**src/rtl/pcs_pkg.sv**
```systemverilog
// pcs_pkg: shared types and widths for the PCS transmit path
package pcs_pkg;
  localparam int CODE_W = 10;
  localparam int PMA_WORD_W = 20;
  typedef enum logic [1:0] {HUNT, LOW, EVEN} gearbox_state_t;
endpackage

```
**src/rtl/pcs_sync_fifo.sv**
```systemverilog
// pcs_sync_fifo: first-word-fall-through synchronous FIFO with occupancy level
module pcs_sync_fifo #(
  parameter int WIDTH = 20,
  parameter int DEPTH = 4
) (
  input  logic                       clk,
  input  logic                       rst,
  input  logic                       push,
  input  logic [WIDTH-1:0]           wdata,
  input  logic                       pop,
  output logic                       push_ok,
  output logic [WIDTH-1:0]           rdata,
  output logic                       empty,
  output logic                       full,
  output logic [$clog2(DEPTH):0]     level
);
  localparam int AW = $clog2(DEPTH);
  logic [WIDTH-1:0] mem_q [DEPTH];
  logic [WIDTH-1:0] mem_d [DEPTH];
  logic [AW-1:0] wptr_q, wptr_d, rptr_q, rptr_d;
  logic [AW:0] level_q, level_d;
  logic pop_ok;
  assign empty = level_q == '0;
  assign full = level_q == (AW+1)'(DEPTH);
  assign level = level_q;
  assign rdata = mem_q[rptr_q];
  assign pop_ok = pop & ~empty;
  // A full FIFO still takes a push when the head leaves in the same cycle
  assign push_ok = push & (~full | pop_ok);
  always_comb begin
    mem_d = mem_q;
    if (push_ok) mem_d[wptr_q] = wdata;
    wptr_d = push_ok ? wptr_q + 1'b1 : wptr_q;
    rptr_d = pop_ok ? rptr_q + 1'b1 : rptr_q;
    level_d = level_q + (AW+1)'(push_ok) - (AW+1)'(pop_ok);
  end
  always_ff @(posedge clk) begin
    if (rst) begin
      mem_q <= '{default: '0};
      wptr_q <= '0;
      rptr_q <= '0;
      level_q <= '0;
    end else begin
      mem_q <= mem_d;
      wptr_q <= wptr_d;
      rptr_q <= rptr_d;
      level_q <= level_d;
    end
  end
endmodule

```
**src/rtl/pma_tx_gearbox.sv**
```systemverilog
// pma_tx_gearbox: pairs even/odd 10-bit code groups into 20-bit PMA words via a FWFT FIFO
module pma_tx_gearbox
  import pcs_pkg::*;
#(
  parameter int DEPTH = 4
) (
  input  logic                      clk,
  input  logic                      rst,
  input  logic [CODE_W-1:0]         tx_code_group,
  input  logic                      tx_code_valid,
  input  logic                      tx_even,
  output logic [PMA_WORD_W-1:0]     pma_tx_data,
  output logic                      pma_tx_valid,
  input  logic                      pma_tx_ready,
  output logic                      aligned,
  output logic                      align_err,
  output logic                      overflow,
  output logic [7:0]                underflow_cnt,
  output logic [$clog2(DEPTH):0]    fill_level
);
  gearbox_state_t state_q, state_d;
  logic [CODE_W-1:0] low_q, low_d;
  logic align_err_q, align_err_d, overflow_q, overflow_d;
  logic [7:0] ucnt_q, ucnt_d;
  logic push, push_ok, empty, full;
  assign aligned = state_q != HUNT;
  assign pma_tx_valid = ~empty;
  assign align_err = align_err_q;
  assign overflow = overflow_q;
  assign underflow_cnt = ucnt_q;
  always_comb begin
    state_d = state_q;
    low_d = low_q;
    align_err_d = 1'b0;
    push = 1'b0;
    if (tx_code_valid) begin
      case (state_q)
        HUNT: begin
          low_d = tx_even ? tx_code_group : low_q;
          state_d = tx_even ? LOW : HUNT;
        end
        LOW: begin
          low_d = tx_even ? tx_code_group : low_q;
          align_err_d = tx_even;
          push = ~tx_even;
          state_d = tx_even ? LOW : EVEN;
        end
        EVEN: begin
          low_d = tx_even ? tx_code_group : low_q;
          align_err_d = ~tx_even;
          state_d = tx_even ? LOW : HUNT;
        end
        default: state_d = HUNT;
      endcase
    end
    overflow_d = overflow_q | (push & ~push_ok);
    ucnt_d = (aligned && pma_tx_ready && empty && ucnt_q != 8'hFF) ? ucnt_q + 8'd1 : ucnt_q;
  end
  always_ff @(posedge clk) begin
    if (rst) begin
      state_q <= HUNT;
      low_q <= '0;
      align_err_q <= 1'b0;
      overflow_q <= 1'b0;
      ucnt_q <= '0;
    end else begin
      state_q <= state_d;
      low_q <= low_d;
      align_err_q <= align_err_d;
      overflow_q <= overflow_d;
      ucnt_q <= ucnt_d;
    end
  end
  pcs_sync_fifo #(.WIDTH(PMA_WORD_W), .DEPTH(DEPTH)) u_fifo (
    .clk(clk),
    .rst(rst),
    .push(push),
    .wdata({tx_code_group, low_q}),
    .pop(pma_tx_ready),
    .push_ok(push_ok),
    .rdata(pma_tx_data),
    .empty(empty),
    .full(full),
    .level(fill_level)
  );
endmodule
```
**config.mk**
```make
export PLATFORM = sky130hd
export DESIGN_NAME = pma_tx_gearbox
export DESIGN_NICKNAME = d
export VERILOG_FILES = /design/src/rtl/pcs_pkg.sv /design/src/rtl/pcs_sync_fifo.sv /design/src/rtl/pma_tx_gearbox.sv
export SDC_FILE = /design/constraint.sdc
export NUM_CORES = 1
export LEC_CHECK = 0
export CORE_MARGIN = 10
export CORE_UTILIZATION = 50
export CTS_BUF_LIST = sky130_fd_sc_hd__clkbuf_4 sky130_fd_sc_hd__clkbuf_8
export DETAILED_ROUTE_END_ITERATION = 8
export PLACE_DENSITY_LB_ADDON = 0.3
export SETUP_SLACK_MARGIN = 0.05
export SYNTH_ARGS = -nofsm -noshare
export SYNTH_HDL_FRONTEND = slang
export SYNTH_SLANG_ARGS = --single-unit
```
**constraint.sdc**
```tcl
create_clock -name clk -period 3.25 [get_ports clk]
set_input_delay 0.65 -clock clk [delete_from_list [all_inputs] [get_ports clk]]
set_output_delay 0.65 -clock clk [all_outputs]
set_load 0.1 [all_outputs]
```
==> results by group <==
Outcome
  – Status: finished clean

CTS
  – CTS hold repair buffers: 0
  – Worst skew pair latency: 0.37 ns
  – Longest Clk Path Bufs: 2
  – Post-cts gate resize count: 0
  – Clock buffer count from CTS: 9
  – Post-CTS Setup Inserts: 0
  – CTS tree: done
  – Clock sink count: 109
  – Clk root buf: clkbuf_8
  – H-Tree Depth: 3
  – Worst-path clk slew: 0.11 ns

Placed design
  – HPWL Detailed: 7440 um
  – IO Port Bufs: 49
  – Post-DP Area: 5420 um^2
  – Placed Instances: 671
  – RD Place Congestion: 0.740

Yosys
  – Syn_area_per_cell: about 9 um^2
  – Netlist Area Pre-Place: between 4000 and 5000 um^2
  – Synthesized Nets: 552
  – Post-Syn Instances: 525
  – Sequential area share after synthesis: 46.2%
  – Ys Warns: 0
  – Dominant cell type by area after synthesis: dfxtp_1
  – #FFs+latches synth: 109
  – Synth cell types: 31
  – Largest cells by area after synthesis: dfxtp_1 (46%), a21oi_1 (9.5%), mux4_2 (9.5%), nand3_1 (9.3%), nand2_1 (6.6%)
  – Area share of the largest cell type after synthesis: 46.2%

Cells and area
  – Fill cell count: 787
  – Area grow syn2layout: 18.6%
  – Non-Filler Instances: between 600 and 700
  – Commonest non-fill, non-tap cells in the layout: dfxtp_1 (109), a21oi_1 (90), nand3_1 (88)
  – Post-Layout Inst Area: about 5600 um^2
  – Share of cells above drive strength 1: between 10% and 20%
  – Most common cell after layout, fill and taps aside: dfxtp_1
  – Nets: 580
  – Diode count: 0
  – Final Util: between 60% and 70%

Floorplan
  – Die area: around 14,000 um^2
  – Core area: 9240 um^2
  – Initial Util: 51.1%
  – Std-Cell Rows: 35
  – Die Span Y: between 100 and 150 um
  – I/O Pins: 50
  – Die width: 117 um

Critical path
  – Crit. End Element: output port
  – Max FO, Critical Path: 20
  – Critical-path top delay cell: mux4_2
  – Critical Path RT: 2.60 ns
  – Cell family with most CP delay: multiplexers
  – R2R Path Start: state_q[1]
  – Crit path DAT: ~2.0 ns
  – FF-to-FF setup slack: roughly 0.96 ns
  – Worst path max stage delay: between 0.6 and 0.7 ns
  – Number of cells on the worst reg-to-reg path: 7
  – Startpoint Class: flip-flop
  – Critical path, cell by cell: buf_4 > mux4_2 > buf_12
  – Worst R2R End: u_fifo.mem_q[27]
  – CP Class: flip-flop to output port
  – Crit path buf inv count: 2

STA
  – Setup TNS Final: 0 ns
  – Final Hold Fails: 0
  – Setup violation total in the final timing report: 0
  – RSZ-0062 raised after global routing: false
  – Post-layout min period: 2.66 ns
  – Worst slew margin: 44.0%
  – Max frequency: around 0.38 GHz
  – Worst Tran Pin Value: 0.840 ns
  – Clock skew after layout: 0.0135 ns
  – Fin crit share: 81.8%
  – Slew Viols, Final: 0

Global route
  – GRT Overall Usage: 17.7%
  – Vias in the first global route: 3,881
  – Largest net degree at the start of global routing: 83
  – Grt ovf: 0
  – First-pass GRT wire length: 19,400 um
  – Initial antenna violation count: 0

Power
  – Peak supply drop: 0.000616 V
  – Total Power: 2.94 mW
  – Pwr/cell area: 525 nW/um^2
  – P_leak: approximately 1.9 nW

Job
  – Max Cap Viol: 0

Detailed routing
  – Antenna Nets Post-Route: 0
  – DRC viols: 0
  – DR vias/cell: around 5.6
  – Routed len/inst: approximately 17 um
  – Pre-antenna DRT Iters: 5
  – 1st-iter DRT viols: 310
  – Total number of vias: around 3,900
  – Detailed Route WL: 11,600 um

Hold path
  – Hold path endpoint: u_fifo.mem_q[37]
  – Critical hold path startpoint: u_fifo.mem_q[37]
  – Hold Crit Class: flip-flop to flip-flop
  – Hold path depth: 2
[state kept, by name, summed over array words and instances (netlist names)]
signal	flops
u_fifo.wptr_q	2
align_err	1
underflow_cnt	8
u_fifo.rptr_q	2
u_fifo.mem_q	80
overflow	1
low_q	10
u_fifo.level	3
state_q	2
[where the power goes]
part           total [mW]  switching [mW]  internal (mW)
combinational       0.739           0.496          0.242
sequential           1.43          0.0549           1.37
clock               0.773           0.485          0.289
total                2.94            1.04           1.90
[final cells by class]
class	count	area, um^2	share of cell area, %
multi-input combinational	360	2260	40.3
sequential	109	2180	39.0
timing repair buffer	61	776	13.9
tap	129	161	2.88
clock buffer	9	124	2.21
clock inverter	7	56.3	1.01
inverter	12	45.0	0.804
[through the flow]
step / setup WS (ns) / hold slack, ns
2_1_floorplan: 0.105 / 0.433
3_3_place_gp: 0.412 / 0.438
3_5_place_dp: 0.385 / 0.446
4_1_cts: 0.558 / 0.460
5_1_grt: 0.485 / 0.477
6_report: 0.593 / 0.459
[worst max path at each step]
stage | startpoint | to | slack, ns | depth (start not counted)
after floorplan | u_fifo.level[1] | u_fifo.level[1] | 0.10 | 8
after global placement | pma_tx_ready | u_fifo.level[2] | 0.41 | 7
after detailed placement | pma_tx_ready | u_fifo.level[2] | 0.39 | 7
after CTS | u_fifo.rptr_q[0] | pma_tx_data[8] | 0.56 | 3
after global routing | u_fifo.rptr_q[0] | pma_tx_data[5] | 0.49 | 3
final | u_fifo.rptr_q[0] | pma_tx_data[5] | 0.59 | 3
[worst reg2reg max path: cells and delay by family, from the launching register on]
kind	cells	cell delay [ns]
AO/OA/AOI/OAI	1	0.17
adder cells (fa/ha/maj)	1	0.20
buffers and inverters	2	0.73
flip-flops	1	0.36
AND/OR/NAND/NOR	3	0.78
[logic make-up after synthesis]
logic type                 Yosys count  share of synthesized area [%]
xor gates and xnor gates             7                           1.30
AOI/OAI and AO/OA                   98                           10.7
DFF                                109                           46.2
adders and majority gates           12                           3.34
buffers and inverters               56                           6.04
muxes                               32                           12.1
and+or+nand+nor                    211                           20.4
[cell usage after synthesis (all sizes together)]
master	number
dfxtp	109
a21oi	90
nand3	88
nand2	83
buf	31
nor2	22
mux4	20
clkbuf	13
inv	12
mux2i	12
ha	11
xnor2	4
nor2b	3
nor3	3
o21ai	3
o31ai	3
or4	3
xor2	3
and2	2
nand4	2
or3	2
and3b	1
fa	1
nand3b	1
o2111ai	1
o211ai	1
or4b	1
[routing by layer]
metal	GRT usage (%)	part of all wire (%)
met5	0	0
met2	30.5	50
met3	3.11	5.9
met1	21.9	43
met4	5.52	1.1
(Power assumes the default switching activity.)
